===== src/rtl/spi_module.sv =====
// 8-bit mode-0 SPI master with TX buffer, shift register (SSPSR) and RX buffer,
// each moved by explicit strobes; FSM state and SSPSR exposed for debug.
module spi_module #(
    parameter int unsigned HALF_BIT = 1
) (
    input  logic       i_clk,
    input  logic       i_rst,
    input  logic       i_tx_en,
    input  logic       i_rx_en,
    input  logic [7:0] i_data_in,
    input  logic       i_spi_miso,
    input  logic       out_buf_w,
    input  logic       buf_psr_w,
    input  logic       buf_psr_r,
    input  logic       out_buf_r,
    output logic [7:0] o_data_out,
    output logic       o_tx_done,
    output logic       o_rx_done,
    output logic       o_spi_sck,
    output logic       o_spi_cs,
    output logic       o_spi_mosi,
    output logic [3:0] state,
    output logic       o_busy,
    output logic [7:0] sspsr
);

    localparam int unsigned CW = $clog2(2 * HALF_BIT);
    localparam logic [CW-1:0] CNT_HALF = CW'(HALF_BIT);
    localparam logic [CW-1:0] CNT_LAST = CW'(2 * HALF_BIT - 1);

    typedef enum logic [3:0] {
        IDLE = 4'd0,
        BIT7 = 4'd1,
        BIT6 = 4'd2,
        BIT5 = 4'd3,
        BIT4 = 4'd4,
        BIT3 = 4'd5,
        BIT2 = 4'd6,
        BIT1 = 4'd7,
        BIT0 = 4'd8,
        DONE = 4'd9
    } state_e;

    state_e        state_q, state_d;
    logic [CW-1:0] cnt_q, cnt_d;
    logic [7:0]    sspsr_q, sspsr_d;
    logic [7:0]    txbuf_q, rxbuf_q, data_q;
    logic          cap_q, cap_d;
    logic          txl_q, txl_d, rxl_q, rxl_d;
    logic          in_bit, rx_bit;

    assign in_bit = (state_q >= BIT7) && (state_q <= BIT0);

    // MISO is taken live on the cycle SCK goes high and held in cap_q after that.
    assign rx_bit = (cnt_q == CNT_HALF) ? (i_spi_miso & i_rx_en) : cap_q;

    always_comb begin
        state_d = state_q;
        cnt_d   = cnt_q;
        sspsr_d = sspsr_q;
        cap_d   = cap_q;
        txl_d   = txl_q;
        rxl_d   = rxl_q;
        case (state_q)
            IDLE: begin
                if (buf_psr_w) begin
                    sspsr_d = txbuf_q;
                    cnt_d   = '0;
                    state_d = BIT7;
                end
            end
            DONE: state_d = IDLE;
            default: begin
                if (in_bit) begin
                    if (cnt_q == CNT_HALF) cap_d = rx_bit;
                    if (cnt_q == CNT_LAST) begin
                        cnt_d   = '0;
                        sspsr_d = {sspsr_q[6:0], rx_bit};
                        txl_d   = i_tx_en;
                        rxl_d   = i_rx_en;
                        state_d = (state_q == BIT0) ? DONE : state_e'(state_q + 4'd1);
                    end else begin
                        cnt_d = cnt_q + CW'(1);
                    end
                end else begin
                    state_d = IDLE;
                end
            end
        endcase
    end

    always_ff @(posedge i_clk or posedge i_rst) begin
        if (i_rst) begin
            state_q <= IDLE;
            cnt_q   <= '0;
            sspsr_q <= '0;
            txbuf_q <= '0;
            rxbuf_q <= '0;
            data_q  <= '0;
            cap_q   <= 1'b0;
            txl_q   <= 1'b0;
            rxl_q   <= 1'b0;
        end else begin
            state_q <= state_d;
            cnt_q   <= cnt_d;
            sspsr_q <= sspsr_d;
            cap_q   <= cap_d;
            txl_q   <= txl_d;
            rxl_q   <= rxl_d;
            if (out_buf_w) txbuf_q <= i_data_in;
            if (buf_psr_r && (state_q == IDLE || state_q == DONE)) rxbuf_q <= sspsr_q;
            if (out_buf_r) data_q <= rxbuf_q;
        end
    end

    assign o_busy     = in_bit;
    assign o_spi_cs   = ~in_bit;
    assign o_spi_sck  = in_bit && (cnt_q >= CNT_HALF);
    assign o_spi_mosi = in_bit && i_tx_en && sspsr_q[7];
    assign o_tx_done  = (state_q == DONE) && txl_q;
    assign o_rx_done  = (state_q == DONE) && rxl_q;
    assign o_data_out = data_q;
    assign state      = state_q;
    assign sspsr      = sspsr_q;

endmodule


===== config.mk =====
export PLATFORM = sky130hd
export DESIGN_NAME = spi_module
export DESIGN_NICKNAME = d
export VERILOG_FILES = /design/src/rtl/spi_module.sv
export SDC_FILE = /design/constraint.sdc
export NUM_CORES = 1
export LEC_CHECK = 0
export CORE_MARGIN = 2
export CORE_UTILIZATION = 30
export DETAILED_ROUTE_END_ITERATION = 8
export GPL_ROUTABILITY_DRIVEN = 0
export PLACE_DENSITY = 0.53
export SLEW_MARGIN = 10
export SYNTH_ARGS = -nofsm -noshare
export SYNTH_HDL_FRONTEND = slang
export SYNTH_SLANG_ARGS = --single-unit

===== constraint.sdc =====
create_clock -name i_clk -period 2.7 [get_ports i_clk]
set_input_delay 0.27 -clock i_clk [delete_from_list [all_inputs] [get_ports i_clk]]
set_output_delay 0.27 -clock i_clk [all_outputs]
set_load 0.02 [all_outputs]

==> results of run 1 <==
[through the flow]
| stage | std cells | hold slack [ns] | worst slack, ns |
|---|---|---|---|
| 2_1_floorplan | 139 | 0.379 | 0.522 |
| 3_3_place_gp | 248 | 0.469 | 0.376 |
| 3_5_place_dp | 248 | 0.471 | 0.290 |
| 4_1_cts | 256 | 0.412 | 0.0274 |
| 5_1_grt | 256 | 0.440 | 0.0740 |
| 6_report | 256 | 0.398 | 0.205 |
[timing repair]
item | 4_1_cts | 5_1_grt
pin swaps | 0 | 0
gates resized for setup | 1 | 3
hold buffers | 0 | 0
setup endpoints to repair | 2 | 2
[layout make-up]
cell class / instances / area share, %
multi-input combinational: 82 / 31.3
clock inverter: 2 / 0.529
inverter: 8 / 1.27
timing repair buffer: 44 / 18.6
tap: 75 / 3.96
sequential: 39 / 41.2
clock buffer: 6 / 3.07
[worst max-delay path by stage]
stage	to	cells past startpoint
2_1_floorplan	o_spi_mosi	5
3_3_place_gp	o_spi_mosi	6
3_5_place_dp	o_spi_mosi	6
4_1_cts	o_spi_mosi	6
5_1_grt	o_busy	5
6_report	o_busy	5
[synthesized netlist by cell type, drive strengths merged]
master | n | area [um2]
dfrtp | 39 | 976
mux2 | 27 | 304
a22oi | 8 | 60.1
inv | 8 | 30.0
o2bb2ai | 8 | 70.1
buf | 7 | 52.5
ha | 4 | 50.1
nor3b | 4 | 40.0
o21ai | 4 | 20.0
clkbuf | 3 | 11.3
nand2b | 3 | 18.8
nor2 | 3 | 11.3
a21oi | 2 | 10.0
a32oi | 2 | 17.5
and2 | 2 | 12.5
and3 | 2 | 12.5
nand2 | 2 | 7.51
o32ai | 2 | 17.5
or4b | 2 | 20.0
a2111oi | 1 | 8.76
a41oi | 1 | 8.76
nand3 | 1 | 5.00
nand4 | 1 | 12.5
or2 | 1 | 6.26
or2b | 1 | 7.51
or3b | 1 | 11.3
[per-layer routing]
layer | vias up | routed length [um]
li1 | 593 | -
met1 | 615 | 1690
met2 | 28 | 1910
met3 | 5 | 106
met4 | 0 | 71
met5 | - | 0
[power by group through the flow]
| stage | Sequential (mW) | Clock, mW | Combinational [mW] |
|---|---|---|---|
| after floorplan | 1.09 | 0 | 0.754 |
| after global placement | 1.02 | 0 | 1.25 |
| after detailed placement | 1.03 | 0 | 1.28 |
| after CTS | 1.02 | 0.389 | 1.29 |
| after global routing | 1.05 | 0.417 | 1.40 |
| final | 1.02 | 0.370 | 1.28 |
[registers in the layout, summed over array words and instances (netlist names)]
register,cells
txl_q,1
txbuf_q,8
rxl_q,1
sspsr,8
state,4
cnt_q,1
rxbuf_q,8
o_data_out,8
[worst register-to-register path, cell delays in order, from the launching register on]
cell       delay (ns)
dfrtp_1          0.45
inv_1            0.11
ha_2             0.23
or4b_1           0.54
nand4_2          0.29
or2_1            0.33
o2bb2ai_1        0.16
[cells by family after synthesis]
logic type	after synthesis	synth area share [%]
AOI/OAI and AO/OA	28	11.8
and+or+nand+nor	23	9.17
muxes	27	16.9
adders and majority gates	4	2.78
DFF	39	54.2
buffers and inverters	18	5.21
==> results_dict.tcl, run 1 <==
set metrics [dict create \
    slew_headroom_pct 67.9 \
    leakagePower_nw 1.02 \
    use_met2_pct 21.3 \
    clock.fmax_ghz 0.401 \
    busiest_layer "met2" \
    ios 43 \
    cp_num_buf_inv 2 \
    period_share_pct 92.4 \
    ant_nets 0 \
    hold_path.class "in2async" \
    clk_transition_reported_paths_ns 0.07 \
    ir_drop_uv 341 \
    initial_utilization_pct 30.8 \
    end_kind "primary output" \
    p_comb_share_pct 47.9 \
    use_met1_pct 15.6 \
    viasPerCell 4.85 \
    final-hold-violation-count 0 \
    placed_area_um2 2270 \
    rows 28 \
    report.final.slew_viol_count 0 \
    crit_family "buffers and inverters" \
    die_y_um 81.5 \
    drt-initial-drc-count 57 \
    antenna_found_initial 0 \
    port_buffers 42 \
    avgSynthCellArea_um2 13.0 \
    rsz0062_at_grt "no" \
    grt_pass1_wl_mm 6.32 \
    cts_made_buffers 5 \
    ys_ff_latch 39 \
    r2r-start "state[0]" \
    tns_ns 0 \
    syn_to_final_growth_pct 31.4 \
    layout.nets 201 \
    drc_errors 0 \
    finalClockSkew_ns 0.00653 \
    grt_max_degree 40 \
    power.density_nw_per_um2 1130 \
    p_int_mw 1.63 \
    ff_latch_area_um2 976 \
    yosysUniqueCellTypes 31 \
    synth_warnings 0 \
    core-area_um2 5850 \
    syn-num-nets 160 \
    crit_chain "inv_1 -> ha_2 -> or2b_1 -> a32oi_2 -> clkdlybuf4s50_1" \
    cts_tree "done" \
    final_common_cell "clkdlybuf4s50_1" \
    max_stage_delay_ns 0.65 \
    power_frac_clock_pct 13.9 \
    drive_gt1_share_pct 22.1 \
    startpoint "state[1]" \
    diodes 0 \
    insertion_delay_ns 0.29 \
    startpoint_type "register" \
    fillCellCount 560 \
    critPathMaxFanout 8 \
    cts.path.max_buffers 2 \
    dr.pass1.iters 6 \
    setup_violations 0 \
    power_switching_mw 1.03 \
    finalPower_mw 2.67 \
    slowest_stage "clkdlybuf4s50_1" \
    die_w_um 81.5 \
    cp.required_ns 2.43 \
    clkSinkCount 39 \
    syn_area_um2 1800 \
    cts_max_level 2 \
    dp_hpwl_mm 2.79 \
    wl_per_cell_um 14.8 \
    layout_common_cells "clkdlybuf4s50_1 (40), dfrtp_1 (39), mux2_2 (25)" \
    wl_mm 3.78 \
    switching_share_pct 38.8 \
    grt_pass1_vias 1310 \
    post-route-util_pct 40.5 \
    synthCells 139 \
    track_usage_pct 12.5 \
    status "finished clean" \
    cp.arrival_ns 2.22 \
    synth_seq_area_share_pct 54.2 \
    grt_overflow 0 \
    dieArea_um2 6640 \
    r2r_end "sspsr[6]" \
    grtUsageMet3_pct 2.09 \
    fin_crit_ns 2.49 \
    worstMarginPinSlew_ns 0.482 \
    critPathKind "reg2out" \
    cts_root_buffer "clkbuf_8" \
    reg2reg_depth 6 \
    multi_input_area_um2 742 \
    reg2reg_slack_ns 0.51 \
    vias 1241 \
    power_frac_seq_pct 38.2 \
    fin_area_um2 2370 \
    drv_cap 0 \
    post-cts-setup-buffer-count 0 \
]
Note: power is estimated with default switching activity, not from simulation.
==> run 2: changes to the inputs <==
- CAP_MARGIN: default -> 20
- MAX_ROUTING_LAYER: default -> met4
==> results_dict.tcl, run 2 (synthesized netlist as in run 1, its figures left out) <==
set metrics [dict create \
    initial_utilization_pct 30.8 \
    ios 43 \
    worstMarginPinSlew_ns 0.484 \
    fillCellCount 560 \
    cts.path.max_buffers 2 \
    reg2reg_slack_ns 0.51 \
    max_stage_delay_ns 0.65 \
    post-cts-setup-buffer-count 0 \
    dp_hpwl_mm 2.79 \
    drive_gt1_share_pct 22.1 \
    vias 1240 \
    finalClockSkew_ns 0.00552 \
    end_kind "primary output" \
    core-area_um2 5850 \
    placed_area_um2 2270 \
    slowest_stage "clkdlybuf4s50_1" \
    status "finished clean" \
    grt_overflow 0 \
    antenna_found_initial 0 \
    grt_pass1_wl_mm 6.32 \
    path_depth 5 \
    slew_headroom_pct 67.8 \
    final-hold-violation-count 0 \
    crit_family "buffers and inverters" \
    grt_max_degree 40 \
    drc_errors 0 \
    cts_resized 1 \
    ant_nets 0 \
    port_buffers 42 \
    syn_to_final_growth_pct 31.4 \
    reg2reg_depth 6 \
    layout_common_cells "clkdlybuf4s50_1 (40), dfrtp_1 (39), mux2_2 (25)" \
    period_share_pct 92.4 \
    report.final.slew_viol_count 0 \
    cts_made_buffers 5 \
    fin_area_um2 2370 \
    dieArea_um2 6640 \
    clock.fmax_ghz 0.401 \
    cts_tree "done" \
    ir_drop_uv 341 \
    clkSinkCount 39 \
    layout.nets 201 \
    leakagePower_nw 1.02 \
    hold_buffers 0 \
    cp.required_ns 2.43 \
    die_y_um 81.5 \
    viasPerCell 4.84 \
    startpoint_type "register" \
    critPathMaxFanout 8 \
    fin_hold_ws_ns 0.398 \
    tns_ns 0 \
    clk_transition_reported_paths_ns 0.07 \
    drt-initial-drc-count 62 \
    setup_violations 0 \
    drv_cap 0 \
    rows 28 \
    insertion_delay_ns 0.28 \
    wl_per_cell_um 14.8 \
    final_common_cell "clkdlybuf4s50_1" \
    cp.arrival_ns 2.23 \
    crit_chain "inv_1 -> ha_2 -> or2b_1 -> a32oi_2 -> clkdlybuf4s50_1" \
    fin_crit_ns 2.50 \
    die_w_um 81.5 \
    rsz0062_at_grt "no" \
    power.density_nw_per_um2 1130 \
    cp_num_buf_inv 2 \
    track_usage_pct 12.9 \
    diodes 0 \
    dr.pass1.iters 6 \
    cts_root_buffer "clkbuf_8" \
    cts_max_level 2 \
    hold_path.class "in2async" \
    grt_pass1_vias 1308 \
    critPathKind "reg2out" \
    wl_mm 3.79 \
]
## run 2: metrics by stage
stage               instances  setup slack, ns  power [mW]  util [%]
finish                    256            0.205        2.67      40.5
global placement          248            0.376        2.27      38.8
global route              256           0.0740        2.88      40.5
CTS                       256           0.0274        2.70      40.3
detailed placement        248            0.290        2.31      38.8
floorplan                 139            0.522        1.85         -
## run 2: final timing paths
| check | from | endpoint |
|---|---|---|
| worst max-delay path | state[1] | o_busy |
| worst min-delay path | i_rst | txl_q |
| worst max register to register | state[0] | sspsr[6] |
| worst min register to register | rxl_q | rxl_q |
| max in group asynchronous | i_rst | rxbuf_q[4] |
| min in group i_clk | rxl_q | rxl_q |
## run 2: layout make-up
type | instances | area (um2) | area share (%)
flip-flops and latches | 39 | 976 | 41.2
multi-input cells | 82 | 742 | 31.3
repair buffers | 44 | 440 | 18.6
well taps | 75 | 93.8 | 3.96
clock buffers | 6 | 72.6 | 3.07
inverters | 8 | 30.0 | 1.27
clock inverters | 2 | 12.5 | 0.529
## run 2: worst min-delay path, cell delays in order
cell	delay, ns
clkdlybuf4s50_1	0.39
inv_1	0.05
buf_4	0.41
## run 2: routing by layer
metal | wire, um | share of wire [%] | GRT usage, %
met4 | 70 | 1.8 | 5.59
met5 | 0 | 0 | -
met3 | 118 | 3.1 | 2.09
met1 | 1690 | 45 | 15.6
met2 | 1910 | 50 | 21.3
## run 2: power by group
group | internal [mW] | total [mW] | switching, mW
clock network | 0.180 | 0.370 | 0.189
registers | 0.807 | 1.02 | 0.211
logic | 0.645 | 1.28 | 0.634
total | 1.63 | 2.67 | 1.03
